**src/rtl/lza_norm_unpack.sv**
```systemverilog
// lza_norm_unpack: back-end of the MAF leading-zero path.
//
// Takes the 56-bit packed adder result plus the 3-bit lane code that chose the packing.
// For each lane it counts leading zeros, left-normalizes, and returns the counts.
// The three stages are:
//   S1: register and mask the input.
//   S2: compute and register the counts.
//   S3: shift and register the outputs.
// All stages hold together while the output is stalled.
//
// Lane codes (cont):
//   000  single 56-bit lane
//   001  two 28-bit lanes, [55:28] and [27:0]
//   010  single lane with the low byte forced to zero
//   011..111  illegal: zero data, both zero flags set, err set
//
// Ports:
//   clk, rst               clock, asynchronous active-high reset
//   in_valid/in_ready      input handshake
//   in_sum[55:0]           packed adder result
//   in_cont[2:0]           lane code
//   out_valid/out_ready    output handshake
//   out_mant[55:0]         normalized mantissa(s)
//   out_lzc_h[5:0]         leading-zero count, high/only lane
//   out_lzc_l[4:0]         leading-zero count, low lane (dual mode only)
//   out_zero_h/out_zero_l  lane all-zero flags
//   out_cont[2:0]          lane code carried through
//   out_err                illegal lane code seen
//   zero_cnt[15:0]         present only with LZA_NORM_ZERO_CNT_EN defined; saturating count
//                          of zero-flagged lanes over output transfers
module lza_norm_unpack (
   input  logic        clk,
   input  logic        rst,
   input  logic        in_valid,
   output logic        in_ready,
   input  logic [55:0] in_sum,
   input  logic [2:0]  in_cont,
   output logic        out_valid,
   input  logic        out_ready,
   output logic [55:0] out_mant,
   output logic [5:0]  out_lzc_h,
   output logic [4:0]  out_lzc_l,
   output logic        out_zero_h,
   output logic        out_zero_l,
   output logic [2:0]  out_cont,
   output logic        out_err
`ifdef LZA_NORM_ZERO_CNT_EN
   ,
   output logic [15:0] zero_cnt
`endif
);

   function automatic logic [5:0] lzc56(input logic [55:0] v);
      logic [5:0] cnt;
      logic       found;
      cnt   = 6'd0;
      found = 1'b0;
      for (int i = 55; i >= 0; i--) begin
         if (!found) begin
            if (v[i]) found = 1'b1;
            else      cnt   = cnt + 6'd1;
         end
      end
      return cnt;
   endfunction

   function automatic logic [4:0] lzc28(input logic [27:0] v);
      logic [4:0] cnt;
      logic       found;
      cnt   = 5'd0;
      found = 1'b0;
      for (int i = 27; i >= 0; i--) begin
         if (!found) begin
            if (v[i]) found = 1'b1;
            else      cnt   = cnt + 5'd1;
         end
      end
      return cnt;
   endfunction

   // A single global stall freezes every stage.
   logic advance;
   assign advance  = ~(out_valid & ~out_ready);
   assign in_ready = advance;

   // ---------------- S1: capture and mask ----------------
   logic        v1;
   logic [55:0] sum1;
   logic [2:0]  cont1;
   logic [55:0] sum_masked;

   always_comb begin
      sum_masked = in_sum;
      if (in_cont == 3'b010) sum_masked[7:0] = 8'h00;
   end

   always_ff @(posedge clk or posedge rst) begin
      if (rst) begin
         v1    <= 1'b0;
         sum1  <= 56'd0;
         cont1 <= 3'd0;
      end else if (advance) begin
         v1    <= in_valid;
         sum1  <= sum_masked;
         cont1 <= in_cont;
      end
   end

   // ---------------- S2: leading-zero counts ----------------
   logic        v2;
   logic [55:0] sum2;
   logic [2:0]  cont2;
   logic [5:0]  lzc_h2;
   logic [4:0]  lzc_l2;
   logic        zero_h2, zero_l2, err2;

   logic [5:0]  lzc_h_d;
   logic [4:0]  lzc_l_d;
   logic        zero_h_d, zero_l_d, err_d;

   always_comb begin
      lzc_h_d  = 6'd0;
      lzc_l_d  = 5'd0;
      zero_h_d = 1'b0;
      zero_l_d = 1'b0;
      err_d    = 1'b0;
      unique case (cont1)
         3'b000, 3'b010: begin
            lzc_h_d  = lzc56(sum1);
            zero_h_d = (sum1 == 56'd0);
         end
         3'b001: begin
            lzc_h_d  = {1'b0, lzc28(sum1[55:28])};
            lzc_l_d  = lzc28(sum1[27:0]);
            zero_h_d = (sum1[55:28] == 28'd0);
            zero_l_d = (sum1[27:0] == 28'd0);
         end
         default: begin
            zero_h_d = 1'b1;
            zero_l_d = 1'b1;
            err_d    = 1'b1;
         end
      endcase
   end

   always_ff @(posedge clk or posedge rst) begin
      if (rst) begin
         v2      <= 1'b0;
         sum2    <= 56'd0;
         cont2   <= 3'd0;
         lzc_h2  <= 6'd0;
         lzc_l2  <= 5'd0;
         zero_h2 <= 1'b0;
         zero_l2 <= 1'b0;
         err2    <= 1'b0;
      end else if (advance) begin
         v2      <= v1;
         sum2    <= sum1;
         cont2   <= cont1;
         lzc_h2  <= lzc_h_d;
         lzc_l2  <= lzc_l_d;
         zero_h2 <= zero_h_d;
         zero_l2 <= zero_l_d;
         err2    <= err_d;
      end
   end

   // ---------------- S3: normalize and output ----------------
   logic [55:0] mant_d;

   always_comb begin
      mant_d = 56'd0;
      if (err2) begin
         mant_d = 56'd0;
      end else if (cont2 == 3'b001) begin
         // Lanes shift independently so no bit crosses [28].
         mant_d[55:28] = sum2[55:28] << lzc_h2;
         mant_d[27:0]  = sum2[27:0] << lzc_l2;
      end else begin
         mant_d = sum2 << lzc_h2;
      end
   end

   always_ff @(posedge clk or posedge rst) begin
      if (rst) begin
         out_valid  <= 1'b0;
         out_mant   <= 56'd0;
         out_lzc_h  <= 6'd0;
         out_lzc_l  <= 5'd0;
         out_zero_h <= 1'b0;
         out_zero_l <= 1'b0;
         out_cont   <= 3'd0;
         out_err    <= 1'b0;
      end else if (advance) begin
         out_valid  <= v2;
         out_mant   <= mant_d;
         out_lzc_h  <= lzc_h2;
         out_lzc_l  <= lzc_l2;
         out_zero_h <= zero_h2;
         out_zero_l <= zero_l2;
         out_cont   <= cont2;
         out_err    <= err2;
      end
   end

`ifdef LZA_NORM_ZERO_CNT_EN
   logic [16:0] zero_sum;
   logic [1:0]  zero_inc;

   always_comb begin
      zero_inc = 2'd0;
      // Illegal-code beats carry both flags but are not counted.
      if (out_valid && out_ready && !out_err) begin
         zero_inc = {1'b0, out_zero_h} + {1'b0, out_zero_l};
      end
      zero_sum = {1'b0, zero_cnt} + {15'd0, zero_inc};
   end

   always_ff @(posedge clk or posedge rst) begin
      if (rst) begin
         zero_cnt <= 16'd0;
      end else begin
         zero_cnt <= zero_sum[16] ? 16'hFFFF : zero_sum[15:0];
      end
   end
`endif

endmodule

```
**config.mk**
```make
export PLATFORM = sky130hd
export DESIGN_NAME = lza_norm_unpack
export DESIGN_NICKNAME = d
export VERILOG_FILES = /design/src/rtl/lza_norm_unpack.sv
export SDC_FILE = /design/constraint.sdc
export NUM_CORES = 1
export LEC_CHECK = 0
export ABC_AREA = 1
export CORE_MARGIN = 3
export CORE_UTILIZATION = 56
export CTS_BUF_LIST = sky130_fd_sc_hd__clkbuf_4 sky130_fd_sc_hd__clkbuf_8
export DETAILED_ROUTE_END_ITERATION = 16
export HOLD_SLACK_MARGIN = 0.1
export PLACE_DENSITY = 0.76
export SYNTH_ARGS = -nofsm -noshare
export SYNTH_HDL_FRONTEND = slang
export SYNTH_SLANG_ARGS = --single-unit
```
**constraint.sdc**
```tcl
create_clock -name clk -period 31.2 [get_ports clk]
set_clock_uncertainty 0.1 [all_clocks]
set_input_delay 7.8 -clock clk [delete_from_list [all_inputs] [get_ports clk]]
set_output_delay 7.8 -clock clk [all_outputs]
set_load 0.03 [all_outputs]
```
=== After elaboration in Yosys (flattened, before gate mapping) ===
Index checks and enable logic that the tools add are counted.

* Bits in registers: 208
* Word-level logic and storage cells: 752

* Add/sub/neg operators: 109
* Eq/ne operators: 4
* Shifts and indexed selects: 3
* Muxes and demuxes: 608
* Bitwise logic cells: 3
* Reduce and logical (&&, ||, !) cells: 6

{| class="wikitable"
|+ Operators with widths
! cell !! number
|-
| $mux 6 || 165
|-
| $mux 5 || 163
|-
| $add 6x1->6 const B || 55
|-
| $mux 1 || 274
|-
| $add 5x1->5 const B || 54
|-
| $mux 56 || 2
|-
| $logic_not 28->1 || 2
|-
| $logic_not 56->1 || 1
|-
| $shl 56x6->56 || 1
|-
| $shl 28x5->28 || 1
|-
| $shl 28x6->28 || 1
|-
| $pmux 6 s2 || 1
|-
| $mux 8 || 1
|-
| $eq 3x1->1 const B || 2
|-
| $eq 3x2->1 const B || 2
|-
| $pmux 1 s2 || 2
|-
| $logic_not 3->1 || 1
|-
| $reduce_or 3->1 || 1
|-
| $not 1->1 || 2
|-
| $reduce_or 2->1 || 1
|-
| $and 1x1->1 || 1
|}

=== Depth between registers and ports, before layout ===
* Depth in word-level cells: 223
* Mapped depth: 196

=== Worst setup path before layout ===
OpenSTA, ideal clock, no wires.

* Kind: register -> register
* Start point: register sum1[53]
* End point: register lzc_h2[4]
* Library setup time: 0.073 ns
* Arrival time: 28.356 ns
* Required time: 31.027 ns
* Slack: 2.671 ns
* Stages on the path, launching flop included: 194
* Buffers on the path: 0
* Period minus slack after synthesis: 28.529 ns
* Path through: dfrtp_1 > a21oi_1 > ha_1 > inv_1 > a21oi_1 > ha_1 > inv_1 > a31oi_1 > nand2_1 > inv_1 > ha_1 > nand2_1 > nand2_1 > ha_1 > inv_1 > nand2_1 > nand2_1 > inv_1 > [158 not listed] > ha_1 > o21ai_0 > inv_1 > ha_1 > o21a_1 > ha_1 > a21oi_1 > nand2_1 > nand2_1 > inv_1 > ha_1 > inv_1 > nor2_1 > nand3_1 > nand3_1 > nand2_1 > nand2_1 > a21oi_2

* Cells in the longest elaborated chain, start to end: 215
* Elaborated cells on any way between the ends: 474
* Classes of those cells: 78 x add/sub; 396 x mux

{| class="wikitable"
|+ Ends and longest elaborated chain
! item !! line !! RTL
|-
| start: declaration || 88 || <nowiki>logic [55:0] sum1;</nowiki>
|-
| start signal: assignment || 104 || <nowiki>sum1 <= sum_masked;</nowiki>
|-
| $mux 6 || 60 || <nowiki>if (v[i]) found = 1'b1;</nowiki>
|-
| $mux 6 || 59 || <nowiki>if (!found) begin</nowiki>
|-
| $mux 6 || 127 || <nowiki>unique case (cont1)</nowiki>
|-
| $add 6x1->6 || 61 || <nowiki>else cnt = cnt + 6'd1;</nowiki>
|-
| $mux 6 || 60 ||
|-
| $mux 6 || 59 ||
|-
| $mux 6 || 127 ||
|-
| $add 6x1->6 || 61 ||
|-
| [199 not listed] || n/a ||
|-
| $add 6x1->6 || 61 ||
|-
| $mux 6 || 60 ||
|-
| $mux 6 || 59 ||
|-
| $mux 6 || 127 ||
|-
| $add 6x1->6 || 61 ||
|-
| $mux 6 || 60 ||
|-
| $mux 6 || 59 ||
|-
| $pmux 6 s2 (*) || 127 ||
|-
| end signal: assignment || 160 || <nowiki>lzc_h2 <= lzc_h_d;</nowiki>
|-
| end: declaration || 113 || <nowiki>logic [5:0] lzc_h2;</nowiki>
|}

Mark *: on every way between the ends. The rest lies on a longest branch, timed or not. The select of a mux whose other input is x is not followed.
A chain may end at the register's enable or synchronous reset.

=== Worst setup path after layout ===
* Start point: register sum1[54]
* End point: register lzc_h2[4]

* Cells in the longest elaborated chain, start to end: 219
* Elaborated cells on any way between the ends: 486
* Classes of those cells: 80 x add/sub; 406 x mux

{| class="wikitable"
|+ Ends and longest elaborated chain
! item !! line
|-
| $mux 6 || 60
|-
| $mux 6 || 59
|-
| $mux 6 || 127
|-
| $add 6x1->6 || 61
|-
| $mux 6 || 60
|-
| $mux 6 || 59
|-
| $mux 6 || 127
|-
| $add 6x1->6 || 61
|-
| [203 not listed] || n/a
|-
| $add 6x1->6 || 61
|-
| $mux 6 || 60
|-
| $mux 6 || 59
|-
| $mux 6 || 127
|-
| $add 6x1->6 || 61
|-
| $mux 6 || 60
|-
| $mux 6 || 59
|-
| $pmux 6 s2 (*) || 127
|}

Marks and branches as above.

==> results.json <==
{
  "run_status": "finished clean",
  "tightestPinTransition_ns": 1.11,
  "ys_ff_latch": 208,
  "critPathBufInv": 42,
  "postSynthAreaPerCell_um2": 6.27,
  "min_to": "out_valid",
  "crit_slowest_cell": "dfrtp_1",
  "crit_family": "adder cells",
  "grt_pass1_vias": 19300,
  "clkSlewWorstSetupHoldPaths_ns": 0.06,
  "r2r-start": "sum1[54]",
  "grt_max_degree": 213,
  "period_share": 0.951,
  "final.min_clock_period_ns": 29.67,
  "gr-total-overflow": 0,
  "cts_buffers": 40,
  "vias_per_cell": 5.57,
  "synth-seq-area-share": 0.261,
  "switching_share": 0.509,
  "switching_power_mw": 0.949,
  "area_growth_pct": 14.0,
  "grt_pass1_wl_um": 96500,
  "fmax_mhz": 33.7,
  "place_congestion": 0.933,
  "synth_edf_count": 0,
  "synth_area_leaders": "dfrtp_1, nand2_1, o21ai_0",
  "hold_path.class": "flip-flop to flip-flop",
  "drt_pass1_iterations": 6,
  "dp_hpwl_um": 45600,
  "wl_per_cell_um": 16.0,
  "p_per_area_mw_per_mm2": 81.8,
  "postSynthCellCount": 3184,
  "slew_headroom": 0.258,
  "hp-start": "v2",
  "netlist_area_mm2": 0.0200,
  "critical_path_class": "flip-flop to flip-flop",
  "crit_path_frequent_cell": "ha_1",
  "yosysTopAreaCellShare": 0.261,
  "cts_tree": "built",
  "postRouteAntennaNets": 0,
  "port_buffers": 137,
  "drtIter0Drc": 1664,
  "num_vias": 20900,
  "combPwrFrac": 0.599,
  "clock_path_buffers": 3,
  "design.die.area_mm2": 0.0380,
  "r2r_slack_ns": 1.53,
  "p_clk_frac": 0.166,
  "utilization": 0.653,
  "yosysUniqueCellTypes": 59,
  "ir_drop_v": 0.0000679,
  "r2r_cells": 194,
  "cp.arrival_ns": 30.09,
  "crit_path_max_fanout": 4,
  "clk_latency_ns": 0.60,
  "layout-drive-gt1-share": 0.0917,
  "antenna_found_initial": 1,
  "async_reset_ff_frac": 1.00,
  "start_util": 0.572,
  "core-area_mm2": 0.0349,
  "num-nets-final": 3407,
  "startpoint_type": "flip-flop",
  "critPathRequiredTime_ns": 31.62,
  "synth_top_area_cell": "dfrtp_1",
  "synth_warnings": 0,
  "die_w_um": 195,
  "p_int_mw": 0.914,
  "num-fill-cells": 3298,
  "die_y_um": 195,
  "setup_viol": 0,
  "slew_viol_final": 0,
  "ios": 138,
  "p_leak_nw": 11.7,
  "drc": 0,
  "rows": 68,
  "setup-tns-final_ns": 0,
  "p_seq_frac": 0.235,
  "end_kind": "flip-flop",
  "max_stage_delay_ns": 0.39,
  "wirelength_um": 60100,
  "synth_common_cells": "nand2_1, inv_1, o21ai_0",
  "synth.most_common_cell": "nand2_1",
  "cts-root-buf": "clkbuf_8",
  "hold_viol": 0,
  "grt_use_total": 0.306,
  "path_depth": 194,
  "ys.flop_type": "dfrtp_1",
  "maxCapViolations": 0,
  "clock-sinks": 208,
  "hold_depth": 2,
  "r2r-end": "lzc_h2[4]",
  "synth_nets": 3325,
  "cts_max_level": 2
}
==> registers in the layout (all words and copies together) (netlist names), 3 cells and up <==
name / cells
out_lzc_h: 6
out_lzc_l: 5
lzc_h2: 6
sum2: 56
cont2: 3
sum1: 56
out_cont: 3
lzc_l2: 5
cont1: 3
out_mant: 56
==> worst register-to-register path: cells and delay by family (launching register included) <==
kind / cells / cell delay [ns]
AND/OR/NAND/NOR: 47 / 5.27
flip-flops: 1 / 0.39
adder cells (fa/ha/maj): 53 / 14.59
multiplexers: 1 / 0.29
buffers and inverters: 42 / 2.55
AO/OA/AOI/OAI: 51 / 6.45
==> power groups by stage <==
stage	clock network, mW	registers (mW)	logic (mW)
floorplan	0	0.473	0.675
finish	0.309	0.438	1.12
global route	0.328	0.449	1.24
CTS	0.315	0.435	1.07
global placement	0	0.436	1.04
detailed placement	0	0.439	1.06
==> worst max path at each step <==
stage / startpoint / slack, ns / end
finish: sum1[54] / 1.53 / lzc_h2[4]
global placement: sum1[53] / 1.37 / lzc_h2[4]
floorplan: sum1[53] / 2.67 / lzc_h2[4]
CTS: sum1[53] / 0.05 / lzc_h2[4]
global route: sum1[54] / -0.33 / lzc_h2[4]
detailed placement: sum1[53] / -0.18 / lzc_h2[4]
==> stage by stage <==
step                      total power [mW]  hold WS, ns  worst slack (ns)  instances  cell area (um2)
after global routing                  2.01        0.385            -0.335       3750            22800
after CTS                             1.82        0.361            0.0546       3733            22500
after detailed placement              1.50        0.344            -0.176       3663            21600
final                                 1.86        0.365              1.53       3750            22800
after global placement                1.47        0.335              1.37       3663            21600
after floorplan                       1.15        0.320              2.67       3184            20000
==> repair_timing <==
item,CTS,global route
pin swaps,0,25
hold buffers,0,0
endpoints found under the setup margin,5,5
buffers inserted,0,16
gates resized for setup,3,46
==> cells in the final DEF, fill, tap and decap left out, drive strengths merged, types with 25 or more instances in the layout <==
cell           count
ha                78
nand3            205
buf               34
xnor2             25
dfrtp            208
clkbuf            58
xor2              27
a21oi             86
a32o              28
mux2i             72
o21ai            417
nor2             307
clkdlybuf4s50    137
inv              478
nand2            935
==> layer usage <==
layer / vias to the layer above / share of wire / wire length (um) / global-route usage
li1: 10500 / - / - / -
met5: - / 0 / 0 / 0
met2: 672 / 0.46 / 27500 / 0.498
met3: 110 / 0.060 / 3620 / 0.0395
met1: 9660 / 0.45 / 27300 / 0.424
met4: 0 / 0.028 / 1700 / 0.101
==> final cells by class <==
type | instances | area [um2] | area share
Multi-Input combinational cell | 2361 | 12600 | 0.555
Sequential cell | 208 | 5210 | 0.229
Clock buffer | 58 | 729 | 0.0320
Inverter | 484 | 1830 | 0.0803
Tap cell | 455 | 569 | 0.0250
Timing Repair Buffer | 171 | 1640 | 0.0720
Clock inverter | 12 | 165 | 0.00726
Antenna cell | 1 | 2.50 | 0.000110
==> cells by family after synthesis <==
family,after synthesis,share of synthesized area
AO/OA/AOI/OAI,635,0.181
XOR/XNOR,53,0.0262
adder cells (fa/ha/maj),78,0.0489
buffers and inverters,615,0.116
flip-flops,208,0.261
multiplexers,73,0.0367
AND/OR/NAND/NOR,1522,0.331
No activity file was read; power rests on OpenSTA's default activity.
